[src/rtl/nibble_serial_addsub_ctrl_if.sv]
// Bus between the board-side requester, the serial add/sub controller and
// the external 4-bit add/sub slice. NIBBLES must match the controller.
interface nibble_serial_addsub_ctrl_if #(
  parameter int unsigned NIBBLES = 4
);
  localparam int unsigned W = 4 * NIBBLES;

  // request side
  logic         start;
  logic         M;
  logic [W-1:0] X;
  logic [W-1:0] Y;
  // slice side
  logic [3:0]   alu_a;
  logic [3:0]   alu_b;
  logic         alu_cin;
  logic [4:0]   alu_sum;
  // status / result
  logic         busy;
  logic         done;
  logic [W-1:0] F;
  logic         sign;
  logic         zero;
  logic         overflow;
  logic         carryOut;

  // Environment view: drives the request and the slice result back in.
  modport master (
    output start, M, X, Y, alu_sum,
    input  alu_a, alu_b, alu_cin, busy, done, F, sign, zero, overflow, carryOut
  );

  // Controller view.
  modport slave (
    input  start, M, X, Y, alu_sum,
    output alu_a, alu_b, alu_cin, busy, done, F, sign, zero, overflow, carryOut
  );
endinterface

[src/rtl/nibble_serial_addsub_ctrl.sv]
// Wide add/subtract sequenced through one external 4-bit slice, LSB nibble
// first, with the carry chained through a register between nibbles.
module nibble_serial_addsub_ctrl #(
  parameter int unsigned NIBBLES = 4
) (
  input  logic                       CLOCK,
  input  logic                       RESET_N,
  nibble_serial_addsub_ctrl_if.slave bus
);
  localparam int unsigned W  = 4 * NIBBLES;
  localparam int unsigned CW = $clog2(NIBBLES);

  typedef enum logic [1:0] {IDLE, RUN, DONE} state_t;

  state_t        state_q;
  logic [W-1:0]  xr_q, yr_q, shadow_q, f_q;
  logic          mr_q, carry_q;
  logic [CW-1:0] cnt_q;
  logic          busy_q, done_q, sign_q, zero_q, ovf_q, cout_q;

  logic [3:0]    x_nib, y_nib;
  logic [W-1:0]  shadow_d;
  logic [3:0]    alu_a_w, alu_b_w;
  logic          alu_cin_w;
  logic          last_nib;
  logic          ovf_d;

  // Select the current operand nibbles and merge the slice result into the shadow.
  always_comb begin
    x_nib    = '0;
    y_nib    = '0;
    shadow_d = shadow_q;
    for (int unsigned i = 0; i < NIBBLES; i++) begin
      if (cnt_q == CW'(i)) begin
        x_nib                = xr_q[4*i +: 4];
        y_nib                = yr_q[4*i +: 4];
        shadow_d[4*i +: 4]   = bus.alu_sum[3:0];
      end
    end
  end

  // Slice operands are driven only while running; zero otherwise.
  always_comb begin
    alu_a_w   = '0;
    alu_b_w   = '0;
    alu_cin_w = 1'b0;
    if (state_q == RUN) begin
      alu_a_w   = x_nib;
      alu_b_w   = y_nib ^ {4{mr_q}};
      alu_cin_w = carry_q;
    end
  end

  assign last_nib = (cnt_q == CW'(NIBBLES - 1));
  assign ovf_d    = (~alu_a_w[3] & ~alu_b_w[3] &  bus.alu_sum[3]) |
                    ( alu_a_w[3] &  alu_b_w[3] & ~bus.alu_sum[3]);

  // Sequencer: latch request, step one nibble per clock, publish result and flags.
  always_ff @(posedge CLOCK or negedge RESET_N) begin
    if (!RESET_N) begin
      state_q  <= IDLE;
      xr_q     <= '0;
      yr_q     <= '0;
      mr_q     <= 1'b0;
      carry_q  <= 1'b0;
      cnt_q    <= '0;
      shadow_q <= '0;
      f_q      <= '0;
      busy_q   <= 1'b0;
      done_q   <= 1'b0;
      sign_q   <= 1'b0;
      zero_q   <= 1'b0;
      ovf_q    <= 1'b0;
      cout_q   <= 1'b0;
    end else begin
      case (state_q)
        IDLE, DONE: begin
          done_q <= 1'b0;
          if (bus.start) begin
            xr_q    <= bus.X;
            yr_q    <= bus.Y;
            mr_q    <= bus.M;
            carry_q <= bus.M;
            cnt_q   <= '0;
            busy_q  <= 1'b1;
            state_q <= RUN;
          end else begin
            state_q <= IDLE;
          end
        end
        RUN: begin
          shadow_q <= shadow_d;
          carry_q  <= bus.alu_sum[4];
          cnt_q    <= cnt_q + CW'(1);
          if (last_nib) begin
            f_q     <= shadow_d;
            sign_q  <= shadow_d[W-1];
            zero_q  <= (shadow_d == '0);
            ovf_q   <= ovf_d;
            cout_q  <= mr_q ? ~bus.alu_sum[4] : bus.alu_sum[4];
            busy_q  <= 1'b0;
            done_q  <= 1'b1;
            state_q <= DONE;
          end
        end
        default: state_q <= IDLE;
      endcase
    end
  end

  assign bus.alu_a    = alu_a_w;
  assign bus.alu_b    = alu_b_w;
  assign bus.alu_cin  = alu_cin_w;
  assign bus.busy     = busy_q;
  assign bus.done     = done_q;
  assign bus.F        = f_q;
  assign bus.sign     = sign_q;
  assign bus.zero     = zero_q;
  assign bus.overflow = ovf_q;
  assign bus.carryOut = cout_q;
endmodule
[src/flat_wrapper.sv]
// flat-port wrapper written by rule: the top's interface ports become plain ports
module nibble_serial_addsub_ctrl_flat 
#(
  parameter int unsigned NIBBLES = 4
)
  (CLOCK, RESET_N, bus_start, bus_M, bus_X, bus_Y, bus_alu_sum, bus_alu_a, bus_alu_b, bus_alu_cin, bus_busy, bus_done, bus_F, bus_sign, bus_zero, bus_overflow, bus_carryOut);
  nibble_serial_addsub_ctrl_if #(.NIBBLES(NIBBLES)) bus_i ();
  input  logic CLOCK;
  input  logic RESET_N;
  input wire logic [$bits(bus_i.start)-1:0] bus_start;
  input wire logic [$bits(bus_i.M)-1:0] bus_M;
  input wire logic [$bits(bus_i.X)-1:0] bus_X;
  input wire logic [$bits(bus_i.Y)-1:0] bus_Y;
  input wire logic [$bits(bus_i.alu_sum)-1:0] bus_alu_sum;
  output wire logic [$bits(bus_i.alu_a)-1:0] bus_alu_a;
  output wire logic [$bits(bus_i.alu_b)-1:0] bus_alu_b;
  output wire logic [$bits(bus_i.alu_cin)-1:0] bus_alu_cin;
  output wire logic [$bits(bus_i.busy)-1:0] bus_busy;
  output wire logic [$bits(bus_i.done)-1:0] bus_done;
  output wire logic [$bits(bus_i.F)-1:0] bus_F;
  output wire logic [$bits(bus_i.sign)-1:0] bus_sign;
  output wire logic [$bits(bus_i.zero)-1:0] bus_zero;
  output wire logic [$bits(bus_i.overflow)-1:0] bus_overflow;
  output wire logic [$bits(bus_i.carryOut)-1:0] bus_carryOut;
  assign bus_i.start = bus_start;
  assign bus_i.M = bus_M;
  assign bus_i.X = bus_X;
  assign bus_i.Y = bus_Y;
  assign bus_i.alu_sum = bus_alu_sum;
  assign bus_alu_a = bus_i.alu_a;
  assign bus_alu_b = bus_i.alu_b;
  assign bus_alu_cin = bus_i.alu_cin;
  assign bus_busy = bus_i.busy;
  assign bus_done = bus_i.done;
  assign bus_F = bus_i.F;
  assign bus_sign = bus_i.sign;
  assign bus_zero = bus_i.zero;
  assign bus_overflow = bus_i.overflow;
  assign bus_carryOut = bus_i.carryOut;
  nibble_serial_addsub_ctrl #(.NIBBLES(NIBBLES)) u_core (.CLOCK(CLOCK), .RESET_N(RESET_N), .bus(bus_i));
endmodule
[config.mk]
export PLATFORM = sky130hd
export DESIGN_NAME = nibble_serial_addsub_ctrl_flat
export DESIGN_NICKNAME = d
export VERILOG_FILES = /design/src/rtl/nibble_serial_addsub_ctrl_if.sv /design/src/rtl/nibble_serial_addsub_ctrl.sv /design/src/flat_wrapper.sv
export SDC_FILE = /design/constraint.sdc
export NUM_CORES = 1
export LEC_CHECK = 0
export ABC_AREA = 1
export BUFFER_PORTS_ARGS = -buffer_cell sky130_fd_sc_hd__buf_2
export CORE_ASPECT_RATIO = 1.75
export CORE_UTILIZATION = 46
export DETAILED_ROUTE_END_ITERATION = 7
export PLACE_DENSITY = 0.75
export SETUP_SLACK_MARGIN = 0.5
export SYNTH_ARGS = -nofsm -noshare
export SYNTH_HDL_FRONTEND = slang
export SYNTH_SLANG_ARGS = --single-unit
export TNS_END_PERCENT = 20
[constraint.sdc]
create_clock -name CLOCK -period 1.32 [get_ports CLOCK]
set_input_delay 0.132 -clock CLOCK [delete_from_list [all_inputs] [get_ports CLOCK]]
set_output_delay 0.132 -clock CLOCK [all_outputs]
set_load 0.02 [all_outputs]
==> qor.yml <==
outcome:
  status: "finished, violations left"
  violations: "negative hold slack, negative setup slack"
yosys:
  yosysMostFrequentCell: "nand2_1"
  ys_seq_area_share_pct: 53.9
  yosysTopAreaCellShare_pct: 53.9
  synth_area_sq_um: 3430
  synth-seq-cells: 74
  synth_edf_count: 0
  syn_avg_cell_area_sq_um: 8.17
  netlist_top_cells_count: "nand2_1, dfrtp_1, o21ai_0"
  synthArstFlopShare_pct: 100
  yosys_warnings: 0
  synth_nets: 465
  synth_top_cell_by_area: "dfrtp_1"
  synthFlopType: "dfrtp_1"
  synth_area_leaders: "dfrtp_1, nand2_1, o21ai_0, inv_1, o21ai_1"
  synth.distinct_cells: 28
  synth_cells: 420
timing:
  period_share_pct: 160
  fin_ws_ps: -788
  final_hold_viol_count: 15
  tightestPinTransition_ps: 437
  finalSetupViolations: 45
  grt_setup_unrepaired: "yes"
  clock_skew_ps: 5.82
  slew_headroom_pct: 70.9
  fmax_mhz: 474
  final_max_slew_viol_count: 0
  fin_crit_ps: 2110
  hold_ws_ps: -275
placed_design:
  place_congestion: 0.894
  dp.cells: 604
  dpl.hpwl_mm: 6.20
  dpl-instance-area_sq_um: 4220
  io_buffers: 71
die:
  core_area_sq_um: 7230
  ioPinCount: 72
  die_area_sq_um: 7830
  die_x_microns: 67.3
  die_y_microns: 116
  row_count: 41
  start_util_pct: 47.5
power_and_ir_drop:
  leakagePower_nw: 2.75
  p_sw_share_pct: 41.2
  seq_power_share_pct: 26.4
  comb_power_share_pct: 54.7
  pwr-share-clk_pct: 18.9
  power.density_nw_per_um2: 2820
  switchingPower_mw: 6.30
  ir_drop_mv: 1.87
  power.internal_mw: 8.99
drt:
  wl_mm: 10.1
  drt_pre_antenna_iters: 5
  antenna_left: 0
  drc: 0
  wl_per_cell_microns: 15.5
  avgViaCountPerCell: 5.31
  drt_iter0_drc: 225
  dr_total_vias: 3455
critical_path:
  r2r-start: "u_core.cnt_q[1]"
  cp.required_ps: 1190
  critPathLaunchType: "register"
  slowest_delay_ps: 400
  critPathSlowestCell: "dfrtp_1"
  cp.arrival_ps: 1980
  crit_chain: "inv_2, buf_6, ha_4, buf_4, inv_1, nand2_1, nand3_1, nand2_1, nand2_1, nand2_2, nand3_2, inv_2, buf_6"
  end_kind: "primary output"
  regToRegEndpoint: "u_core.bus.zero"
  reg2reg_setup_slack_ps: -620
  critPathKind: "reg -> out"
  critPathMaxFanout: 7
  cp_common_cell: "nand2_1"
  r2r_cells: 12
layout:
  final_area_sq_um: 5420
  seq_area_sq_um: 1850
  antennaDiodeCount: 0
  multiInputGateArea_sq_um: 1740
  instances_no_fill: 651
  fin_nets: 605
  nFillCells: 513
  areaGrowthSynthToFinish_pct: 57.7
  drive_above_1_share_pct: 45.5
clocking:
  htree_levels: 3
  cts-root-buf: "clkbuf_16"
  clk_pin_slew_worst_paths_ps: 60
  postCtsHoldBufs: 22
  cts.sinks: 74
  cts_tree: "yes"
  cts_buffer_depth: 2
  clkLatencyLatePin_ps: 340
  numCtsBuffers: 9
global_routing:
  grt_overflow: 0
  antenna_found_initial: 0
  grt_usage_pct: 27.6
  grt_pass1_wl_mm: 15.6
  grt_max_degree: 44
  grt_pass1_vias: 3442
worst_hold_path:
  hp-class: "in -> async"
run:
  maxCapViolCount: 0
==> worst max-delay path by stage <==
stage,depth (start not counted),slack (ps),endpoint,from
CTS,10,-660,bus_alu_b[2],u_core.cnt_q[1]
global placement,12,-410,u_core.bus.overflow,u_core.cnt_q[1]
global route,13,-890,bus_alu_b[3],u_core.cnt_q[1]
floorplan,8,-230,bus_alu_b[1],u_core.cnt_q[1]
detailed placement,12,-480,u_core.bus.overflow,u_core.cnt_q[1]
finish,13,-790,bus_alu_b[3],u_core.cnt_q[1]
==> layer usage <==
layer | vias up | wire [microns] | track usage (%)
met4 | 0 | 675 | 18.9
met2 | 143 | 5480 | 48.1
met3 | 57 | 450 | 6.15
li1 | 1602 | - | -
met5 | - | 0 | 0
met1 | 1653 | 3490 | 28.5
==> cell usage in the layout (no fill, tap or decap), types with 2 or more instances in the layout <==
| master | Yosys | final |
|---|---|---|
| buf_8 | 0 | 2 |
| nor2_1 | 10 | 4 |
| ha_4 | 0 | 4 |
| o21ai_1 | 14 | 17 |
| inv_4 | 0 | 3 |
| nor2_2 | 0 | 2 |
| nor2_4 | 2 | 6 |
| buf_6 | 3 | 23 |
| clkbuf_16 | 0 | 9 |
| nand3_1 | 9 | 5 |
| buf_4 | 3 | 45 |
| inv_6 | 0 | 2 |
| nand4_1 | 2 | 2 |
| o21ai_4 | 0 | 2 |
| clkbuf_8 | 0 | 2 |
| dfrtp_2 | 0 | 2 |
| nand3_2 | 0 | 4 |
| nand2_4 | 2 | 7 |
| a21oi_2 | 0 | 8 |
| inv_2 | 7 | 6 |
| o21ai_2 | 3 | 14 |
| a31o_1 | 2 | 2 |
| buf_12 | 0 | 5 |
| buf_2 | 10 | 50 |
| nand2_2 | 1 | 51 |
| o21ai_0 | 27 | 11 |
| bufinv_16 | 0 | 3 |
| nand2_1 | 197 | 142 |
| inv_1 | 23 | 19 |
| o211ai_1 | 4 | 4 |
| a21oi_1 | 13 | 5 |
| dfrtp_1 | 74 | 72 |
| dlygate4sd3_1 | 0 | 22 |
==> state kept, by name (all words and copies together), names as in the netlist <==
name	count
u_core.bus.F	16
u_core.bus.busy	1
u_core.bus.carryOut	1
u_core.bus.done	1
u_core.bus.overflow	1
u_core.bus.zero	1
u_core.carry_q	1
u_core.cnt_q	2
u_core.mr_q	1
u_core.shadow_q	15
u_core.state_q	2
u_core.xr_q	16
u_core.yr_q	16
==> cell families after synthesis <==
kind of cell	synth area share [%]
mux	0.292
compound gates	10.5
flops	53.9
buf+inv	6.71
xor+xnor	0.255
simple gates	26.9
fa+ha+maj	1.46
==> worst max-delay path, delay by kind of cell (launching register included) <==
kind                       cells  cell delay (ps)
buffers and inverters          6              540
and+or+nand+nor                6              480
DFF                            1              400
adders and majority gates      1              190
==> layout make-up <==
type | instances | share of cell area (%)
Multi-Input combinational cell | 297 | 32.2
Clock inverter | 4 | 1.80
Clock buffer | 12 | 4.74
Sequential cell | 74 | 34.2
Inverter | 30 | 2.40
Timing Repair Buffer | 148 | 22.6
Tap cell | 86 | 1.99
==> power by group through the flow <==
| stage | Sequential (mW) | Combinational [mW] | Clock [mW] |
|---|---|---|---|
| 4_1_cts | 3.99 | 7.60 | 2.91 |
| 2_1_floorplan | 4.17 | 3.65 | 0 |
| 3_3_place_gp | 3.89 | 6.08 | 0 |
| 5_1_grt | 4.14 | 9.08 | 2.99 |
| 3_5_place_dp | 3.94 | 6.27 | 0 |
| 6_report | 4.03 | 8.37 | 2.89 |
==> metrics by stage <==
| stage | util, % | hold slack, ps | setup WS [ps] | total power, mW | TNS (ps) |
|---|---|---|---|---|---|
| finish | 74.9 | -275 | -788 | 15.3 | -12740 |
| global route | 74.9 | -254 | -886 | 16.2 | -16990 |
| CTS | 72.6 | -274 | -656 | 14.5 | -10480 |
| detailed placement | 58.4 | 96.9 | -481 | 10.2 | -11580 |
| global placement | 58.4 | 87.4 | -415 | 9.98 | -9570 |
| floorplan | - | -164 | -234 | 7.82 | -1220 |
==> timing repair <==
| action | 4_1_cts | 5_1_grt |
|---|---|---|
| resized for setup | 139 | 38 |
| endpoints found under the hold margin | 37 | 15 |
| setup endpoints to repair | 105 | 105 |
| pin swaps | 62 | 11 |
| buffers inserted | 6 | 3 |
No activity file was read; power rests on OpenSTA's default activity.
